<file path="src/rtl/shift_seq.sv">
// shift_seq: multi-cycle 8-bit shift unit. It works through large shift amounts
// in steps of at most 7 positions, then presents one registered result per
// accepted request.
//
// Build option: SHIFT_SEQ_ROR_EN. When it is defined, OPCODE 11 rotates right.
// When it is undefined, no rotate logic is built, and OPCODE 11 passes DATA
// through after the zero-amount latency.
//
// Ports:
//   CLK     in   system clock, rising edge
//   RESET   in   asynchronous active-high reset
//   START   in   request strobe, sampled only while idle
//   OPCODE  in   00 SLL, 01 SRL, 10 SRA, 11 ROR
//   DATA    in   8-bit operand, sampled with START
//   AMOUNT  in   8-bit unsigned shift amount, sampled with START
//   RESULT  out  registered result, valid while DONE, held until the next completion
//   BUSY    out  high while shift steps are in progress
//   DONE    out  one-cycle completion pulse
module shift_seq (
    input  logic       CLK,
    input  logic       RESET,
    input  logic       START,
    input  logic [1:0] OPCODE,
    input  logic [7:0] DATA,
    input  logic [7:0] AMOUNT,
    output logic [7:0] RESULT,
    output logic       BUSY,
    output logic       DONE
);

    typedef enum logic [1:0] {IDLE, SHIFT, FIN} state_t;

    state_t     state, state_nx;
    logic [1:0] op;
    logic [7:0] work;
    logic [3:0] rem;
    logic [3:0] eff;
    logic [2:0] step;
    logic [3:0] rem_nx;

    // One bounded step (0..7 positions) of the latched shift kind.
    function automatic logic [7:0] shift_step(input logic [1:0] kind,
                                              input logic [7:0] w,
                                              input logic [2:0] n);
        case (kind)
            2'b00:   return w << n;
            2'b01:   return w >> n;
            2'b10:   return 8'($signed(w) >>> n);
`ifdef SHIFT_SEQ_ROR_EN
            2'b11:   return (w >> n) | (w << (4'd8 - {1'b0, n}));
`endif
            default: return w;
        endcase
    endfunction

    // Effective amount. For non-rotate kinds, any amount of 8 or more already
    // gives the fully saturated value, so the amount is clamped to 8. That
    // bounds the work to two steps.
    always_comb begin
        eff = 4'd0;
        if (OPCODE == 2'b11) begin
`ifdef SHIFT_SEQ_ROR_EN
            eff = {1'b0, AMOUNT[2:0]};
`else
            eff = 4'd0;
`endif
        end else begin
            eff = (AMOUNT >= 8'd8) ? 4'd8 : AMOUNT[3:0];
        end
    end

    assign step   = (rem > 4'd7) ? 3'd7 : rem[2:0];
    assign rem_nx = rem - {1'b0, step};

    // Next-state logic and the busy output.
    always_comb begin
        state_nx = state;
        BUSY     = 1'b0;
        case (state)
            IDLE:    if (START) state_nx = (eff != 4'd0) ? SHIFT : FIN;
            SHIFT: begin
                BUSY = 1'b1;
                if (rem_nx == 4'd0) state_nx = FIN;
            end
            FIN:     state_nx = IDLE;
            default: state_nx = IDLE;
        endcase
    end

    always_ff @(posedge CLK or posedge RESET) begin
        if (RESET) begin
            state  <= IDLE;
            op     <= 2'b00;
            work   <= 8'h00;
            rem    <= 4'd0;
            RESULT <= 8'h00;
            DONE   <= 1'b0;
        end else begin
            state <= state_nx;
            // Result and completion pulse are registered out of FIN. They
            // appear together in the cycle after FIN.
            DONE  <= (state == FIN);
            if (state == FIN) RESULT <= work;
            case (state)
                IDLE: if (START) begin
                    op   <= OPCODE;
                    work <= DATA;
                    rem  <= eff;
                end
                SHIFT: begin
                    work <= shift_step(op, work, step);
                    rem  <= rem_nx;
                end
                default: ;
            endcase
        end
    end

endmodule

</file>
<file path="config.mk">
export PLATFORM = sky130hd
export DESIGN_NAME = shift_seq
export DESIGN_NICKNAME = d
export VERILOG_FILES = /design/src/rtl/shift_seq.sv
export SDC_FILE = /design/constraint.sdc
export NUM_CORES = 1
export LEC_CHECK = 0
export CORE_MARGIN = 4
export CORE_UTILIZATION = 54
export DETAILED_ROUTE_END_ITERATION = 8
export PLACE_DENSITY = 0.88
export SETUP_SLACK_MARGIN = 0.3
export SYNTH_ARGS = -nofsm -noshare
export SYNTH_HDL_FRONTEND = slang
export SYNTH_SLANG_ARGS = --single-unit
</file>
<file path="constraint.sdc">
create_clock -name CLK -period 2.6 [get_ports CLK]
set_input_delay 0.52 -clock CLK [delete_from_list [all_inputs] [get_ports CLK]]
set_output_delay 0.52 -clock CLK [all_outputs]
set_load 0.05 [all_outputs]
</file>
==> results by group, run 1 <==
Synthesis
  – Post-synth EDFFs: 0
  – Flops & latches, synth: 25
  – Cell area after synthesis: around 2000 sq um
  – Top_reg_cell synth: dfrtp_1
  – Sequential fraction of the synthesis area: 30.9%
  – Distinct cells, synth: 58
  – Synth Instances: 245
  – Mapped Nets: 270
  – Number of synthesis warnings: 0
  – Syn Area/Cell: 8.25 sq um
  – Synth async-reset ratio: 100%

Pwr
  – Pwr dens: 1440 nW/um^2
  – Part of the power in the clock network: 6.9%
  – Static Leak: 0.926 nW
  – Sequential group share of total power: a little over a quarter
  – Sw power: 0.00187 W
  – Switching Fraction: 53.7%
  – Total power: 0.00349 W
  – Internal Dissipation: 0.00161 W
  – Comb power frac: between 60% and 70%
  – VDD IR max: 0.000856 V

CTS
  – Clock root buffer master: clkbuf_8
  – Clock Path Buffers: 2
  – Skew-Pair Late Insertion Delay: 0.27 ns
  – CTS clock-pin slew for the worst setup and hold paths: 0.09 ns
  – CTS tree: done
  – Clock Sinks: 25
  – Setup Buffers After CTS: 0
  – CTS H-tree lvls: 1
  – Cts repair resizes: 0
  – CTS buffer count: 3
  – CTS Hold Buffers Added: 0

Placement
  – Port-buffer cells: 30
  – Dpl cell area: about 2400 sq um
  – GPL Wtd Cong: 1.04
  – Final HPWL DP: 4320 microns
  – Pre-CTS setup slack: 0.312 ns

Timing
  – Minimum clock period: 2.22 ns
  – Max Clock Skew: 0.00285 ns
  – Post-route setup slack: between 0.3 and 0.4 ns
  – Tcrit/Tclk final: 85.4%
  – Final hold vios: 0
  – RSZ-0062 raised after global routing: no
  – Final setup TNS: 0 ns
  – Worst-Margin Slew: 0.540 ns
  – Max_slew headroom: a little over three fifths
  – Fmax: 450 MHz
  – # setup viols final: 0
  – Max Slew Vio Count: 0

Floorplanning
  – Initial core utilization: 58.3%
  – Die X: 69.2 microns
  – Die area: 4790 sq um
  – Row count: 21
  – Ports: 31
  – Chip height: 69.2 microns
  – Placeable core area: between 3000 and 4000 sq um

Final layout
  – Most frequent cells in the layout: clkdlybuf4s50_1 (29), nor2_1 (26), dfrtp_1 (24), nand2_1 (22), o21ai_0 (21)
  – # diodes: 0
  – Layout area overhead: 19.4%
  – Fin util: 69.6%
  – Layout cells sized above 1: 12.7%
  – Layout Nets: a little under 300
  – Final Instance Area: 2410 sq um
  – Commonest non-fill, non-tap cell in the layout: clkdlybuf4s50_1

Global routing
  – Vias in the first global route: 1894
  – Initial antenna violation count: 0
  – GRT Resource Usage Total: between 20% and 30%
  – Largest net degree at the start of global routing: 26
  – Grt ovf: 0
  – Global-route wire length before repair: 9730 microns

Setup path
  – Beginning of the critical path: op[0]$_DFFE_PP0P_
  – CP arrival: 2.39 ns
  – Crit path capture type: flip-flop
  – Crit path required time: 2.77 ns
  – Crit path kind: flip-flop to flip-flop
  – Launch point of the worst reg-to-reg path: op[0]$_DFFE_PP0P_
  – Startpoint Class: flip-flop
  – CP max FO: 10

Outcome
  – Status: complete, no violations

Route
  – Post-DR wirelength/cell: 19.3 microns
  – Detailed-route wire length: 6040 microns
  – Drt drc: 0
  – Drt first pass iters: 5
  – Initial DRC count: 421
  – DRT antenna net count: 0
  – Via count: 2157
  – Routed vias/inst: 6.89

Min path
  – Hold WC Path Type: flip-flop to flip-flop
  – Worst hold start: RESULT[1]$_DFFE_PP0P_

Flow run
  – Max-Cap Viols: 0
==> final timing paths <==
kind / depth (start not counted) / end / slack, ns
max: 7 / work[6]$_DFFE_PP0P_ / 0.38
min: 1 / RESULT[1]$_DFFE_PP0P_ / 0.52
max reg2reg: 7 / work[6]$_DFFE_PP0P_ / 0.38
min reg2reg: 1 / RESULT[1]$_DFFE_PP0P_ / 0.52
max in group asynchronous: 3 / rem[1]$_DFFE_PP0P_ / 1.74
min in group asynchronous: 3 / DONE$_DFF_PP0_ / 0.59
==> kinds of logic after synthesis <==
kind of cell / after synthesis / synth area share [%]
buf+inv: 30 / 6.75
simple gates: 82 / 19.9
fa+ha+maj: 4 / 2.48
compound gates: 89 / 31.3
flops: 25 / 30.9
mux: 15 / 8.66
==> metrics by stage <==
stage	cells	hold WS, ns
2_1_floorplan	245	0.538
3_3_place_gp	309	0.489
3_5_place_dp	309	0.495
4_1_cts	313	0.520
5_1_grt	313	0.541
6_report	313	0.517
==> cell type report <==
type	count	area, sq um
multi-input combinational	190	1270
fill	277	1050
sequential	25	627
timing repair buffer	40	385
tap	46	57.6
clock buffer	3	41.3
inverter	8	30.0
clock inverter	1	5.00
==> power by group through the flow <==
stage / logic [W] / clock network [W] / registers (W)
floorplan: 0.00157 / 0 / 0.000920
global placement: 0.00219 / 0 / 0.000894
detailed placement: 0.00222 / 0 / 0.000906
CTS: 0.00224 / 0.000240 / 0.000897
global route: 0.00248 / 0.000257 / 0.000946
finish: 0.00232 / 0.000240 / 0.000921
==> synth_stat cells (2+ instances only) <==
cell | count | share of area, %
a2111oi_0 | 2 | 0.87
a211o_1 | 2 | 0.87
a211oi_1 | 5 | 1.9
a21o_1 | 3 | 1.1
a21oi_1 | 10 | 2.5
a221o_1 | 2 | 0.99
a221oi_1 | 3 | 1.3
a22oi_1 | 5 | 1.9
a31oi_1 | 6 | 1.9
a41oi_1 | 2 | 0.87
and2_1 | 2 | 0.62
buf_2 | 10 | 2.5
clkbuf_1 | 10 | 1.9
dfrtp_1 | 25 | 31
ha_1 | 4 | 2.5
inv_1 | 7 | 1.3
mux2_2 | 10 | 5.6
mux2i_1 | 4 | 2.0
nand2_1 | 22 | 4.1
nand2b_1 | 5 | 1.5
nand3_1 | 3 | 0.74
nand3b_1 | 4 | 1.5
nor2_1 | 26 | 4.8
nor2b_1 | 5 | 1.5
nor3_1 | 5 | 1.2
nor4b_1 | 2 | 0.87
o211ai_1 | 3 | 1.1
o21ai_0 | 22 | 5.4
o21bai_1 | 3 | 1.1
o221ai_1 | 2 | 0.87
o22ai_1 | 3 | 0.93
or2_2 | 2 | 0.62
==> metal layers <==
metal	track usage [%]	up-vias	wire (microns)
met1	36.0	996	2390
met2	37.1	169	2700
met4	7.16	0	140
met5	0	-	0
met3	5.51	29	806
li1	-	963	-
==> state kept, by name, summed over array words and instances (netlist names) <==
signal and cells:
state 2, RESULT 8, rem 4, work 8, DONE 1, op 2
==> critical path: stages, from the launching register on <==
cell,delay [ns]
dfrtp_1,0.36
inv_1,0.07
ha_1,0.46
buf_4,0.25
nand3b_1,0.24
o21ai_2,0.34
a211oi_1,0.10
a211o_1,0.29
Note: power is estimated with default switching activity, not from simulation.
==> run 2, diff against run 1 <==
Settings changed: CORE_UTILIZATION 54 to 56, CTS_BUF_LIST from default to sky130_fd_sc_hd__clkbuf_8, PLACE_DENSITY 0.88 to 0.9.
==> run 2 against run 1 <==
Hold slack hardly changed. Combinational power decreased by 5%. Cell count decreased by 0.96%. First-iteration DRC count shrank 37%. Flip-flop and latch count unchanged. Wire length down 0.33%. Via count is 3.0% lower. Global-route usage is 3.0 points higher. Utilization decreased by 0.25 points. Cell area is 1.9% lower. Clock skew increased by 0.010 ns. Clock power increased by 3%. Critical path type unchanged.
==> results by group, run 2 (synthesis gave the netlist of run 1 again) <==
Route
  – Drt drc: 0 (unchanged)
  – Drt first pass iters: 5 (unchanged)
  – Via count: 2092 (-3.0%)
  – DRT antenna net count: 0 (unchanged)
  – Detailed-route wire length: 6020 microns (-0.33%)
  – Routed vias/inst: 6.75 (-2.1%)
  – Post-DR wirelength/cell: 19.4 microns (+0.63%)
  – Initial DRC count: 265 (-37%)

Placement
  – GPL Wtd Cong: 1.00 (-3.6%)
  – Port-buffer cells: 30 (unchanged)
  – Final HPWL DP: 4350 microns (+0.74%)

Setup path
  – CP cell instances: inv_1 > ha_1 > o21ai_0 > a311o_1 > a221oi_1 > a221o_1
  – Worst path max stage delay: 0.49 ns (+0.03 ns)
  – Startpoint Class: flip-flop
  – CP max FO: 7 (-3)
  – Crit path required time: 2.81 ns (+0.04 ns)
  – CP delay by family, top: compound AO/OA/AOI/OAI gates
  – Crit path kind: flip-flop to flip-flop
  – Crit path capture type: flip-flop
  – Slowest cell on crit path: ha_1
  – Crit path buf inv count: 1 (-1)
  – CP arrival: 2.38 ns (about the same)

Pwr
  – VDD IR max: 0.00108 V (+26%)
  – Static Leak: 0.908 nW (-1.9%)
  – Internal Dissipation: 0.00157 W (-2.9%)
  – Pwr dens: 1430 nW/um^2 (-0.77%)
  – Sw power: 0.00183 W (-2.4%)
  – Sequential group share of total power: 27.8% (+1.4 points)
  – Total power: 0.00340 W (-2.6%)
  – Switching Fraction: 53.8% (+0.12 points)
  – Comb power frac: 64.9% (-1.8 points)
  – Part of the power in the clock network: 7.2% (+0.3 points)

CTS
  – CTS tree: done
  – Skew-Pair Late Insertion Delay: 0.29 ns (+0.02 ns)
  – Clock Sinks: 25 (unchanged)
  – CTS buffer count: 3 (unchanged)
  – CTS Hold Buffers Added: 0 (unchanged)
  – CTS H-tree lvls: 1 (unchanged)
  – CTS clock-pin slew for the worst setup and hold paths: 0.10 ns (about the same)
  – Cts repair resizes: 0 (unchanged)
  – Clock Path Buffers: 2 (unchanged)
  – Setup Buffers After CTS: 0 (unchanged)
  – Clock root buffer master: clkbuf_8

Floorplanning
  – Die X: 68.1 microns (-1.6%)
  – Row count: 21 (unchanged)
  – Placeable core area: 3420 sq um (-1.5%)
  – Chip height: 68.1 microns (-1.6%)
  – Die area: 4640 sq um (-3.2%)
  – Initial core utilization: 59.2% (+0.90 points)
  – Ports: 31 (unchanged)

Global routing
  – Global-route wire length before repair: 9600 microns (-1.4%)
  – Initial antenna violation count: 0 (unchanged)
  – Grt ovf: 0 (unchanged)
  – Largest net degree at the start of global routing: 26 (unchanged)
  – GRT Resource Usage Total: 27.8% (+3.0 points)
  – Vias in the first global route: 1887 (-0.37%)

Final layout
  – Commonest non-fill, non-tap cell in the layout: clkdlybuf4s50_1
  – # diodes: 0 (unchanged)
  – Layout area overhead: 17.1%
  – Most frequent cells in the layout: clkdlybuf4s50_1 (29), nor2_1 (26), dfrtp_1 (25), nand2_1 (22), o21ai_0 (22)
  – Layout cells sized above 1: 11.0% (-1.7 points)
  – Largest regs: RESULT: 8 flops, work: 8 flops, rem: 4 flops
  – Area occupied by registers: 626 sq um (-0.20%)
  – Fillers: 295 (+6.5%)
  – Multi-input combinational cell area: 1260 sq um (-0.59%)
  – Layout Nets: 290 (-1.0%)

Timing
  – Minimum clock period: 2.16 ns (-0.0571 ns)
  – Fmax: 462 MHz (+2.6%)
  – Max_slew headroom: 49.9% (-13 points)
  – Worst-Margin Slew: 0.751 ns (+0.212 ns)
  – # setup viols final: 0 (unchanged)
  – RSZ-0062 raised after global routing: no
  – Final setup TNS: 0 ns (unchanged)
  – Max Clock Skew: 0.0129 ns (+0.0100 ns)
  – Tcrit/Tclk final: 83.2% (-2.2 points)
  – Final hold vios: 0 (unchanged)
  – Max Slew Vio Count: 0 (unchanged)

Outcome
  – Status: complete, no violations

Min path
  – Hold WC Path Type: flip-flop to flip-flop

Flow run
  – Max-Cap Viols: 0 (unchanged)
-- run 2: cell count changes in the layout (fill, tap and decap cells not counted) --
cell and change:
buf_4 -2, a21oi_2 +1, a21oi_4 -1, buf_12 -1, clkinv_2 -1, dfrtp_1 +1
dfrtp_2 -1, inv_1 +1, o21ai_0 +1, o21ai_1 -1
-- run 2: final timing paths --
path,from,to,slack [ns],cells past startpoint
worst min register to register,RESULT[2]$_DFFE_PP0P_,RESULT[2]$_DFFE_PP0P_,0.52,1
worst max-delay path,op[0]$_DFFE_PP0P_,work[0]$_DFFE_PP0P_,0.44,6
max in group asynchronous,RESET,RESULT[5]$_DFFE_PP0P_,1.74,3
min in group asynchronous,RESET,RESULT[7]$_DFFE_PP0P_,0.58,3
worst max register to register,op[0]$_DFFE_PP0P_,work[0]$_DFFE_PP0P_,0.44,6
worst min-delay path,RESULT[2]$_DFFE_PP0P_,RESULT[2]$_DFFE_PP0P_,0.52,1
-- run 2: routing by layer --
layer  vias up  share of wire (%)  global-route usage (%)
met4         0                2.9                    10.9
met1       956                 41                    39.6
met3        24                 12                    5.58
li1        947                  -                       -
met5         -                  0                       0
met2       165                 44                    41.2
-- run 2: per-stage QoR --
| stage | hold WS (ns) | setup slack, ns | cells | utilization [%] | area [sq um] |
|---|---|---|---|---|---|
| 2_1_floorplan | 0.538 | 0.780 | 245 | - | 2020 |
| 6_report | 0.517 | 0.437 | 310 | 69.3 | 2370 |
| 4_1_cts | 0.518 | 0.485 | 310 | 69.3 | 2370 |
| 3_5_place_dp | 0.497 | 0.364 | 306 | 68.0 | 2320 |
| 5_1_grt | 0.526 | 0.346 | 310 | 69.3 | 2370 |
| 3_3_place_gp | 0.490 | 0.436 | 306 | 68.0 | 2320 |
-- run 2: power groups by stage --
stage	clock network [W]	logic, W	registers, W
after floorplan	0	0.00157	0.000920
after global placement	0	0.00212	0.000920
after detailed placement	0	0.00214	0.000938
after CTS	0.000238	0.00215	0.000929
after global routing	0.000260	0.00236	0.000977
final	0.000246	0.00220	0.000945
-- run 2: final cells by class --
| class | count | share of cell area (%) |
|---|---|---|
| Clock buffer | 3 | 1.74 |
| Clock inverter | 1 | 0.158 |
| Inverter | 8 | 1.27 |
| Multi-Input combinational cell | 190 | 53.2 |
| Sequential cell | 25 | 26.4 |
| Tap cell | 46 | 2.43 |
| Timing Repair Buffer | 37 | 14.8 |
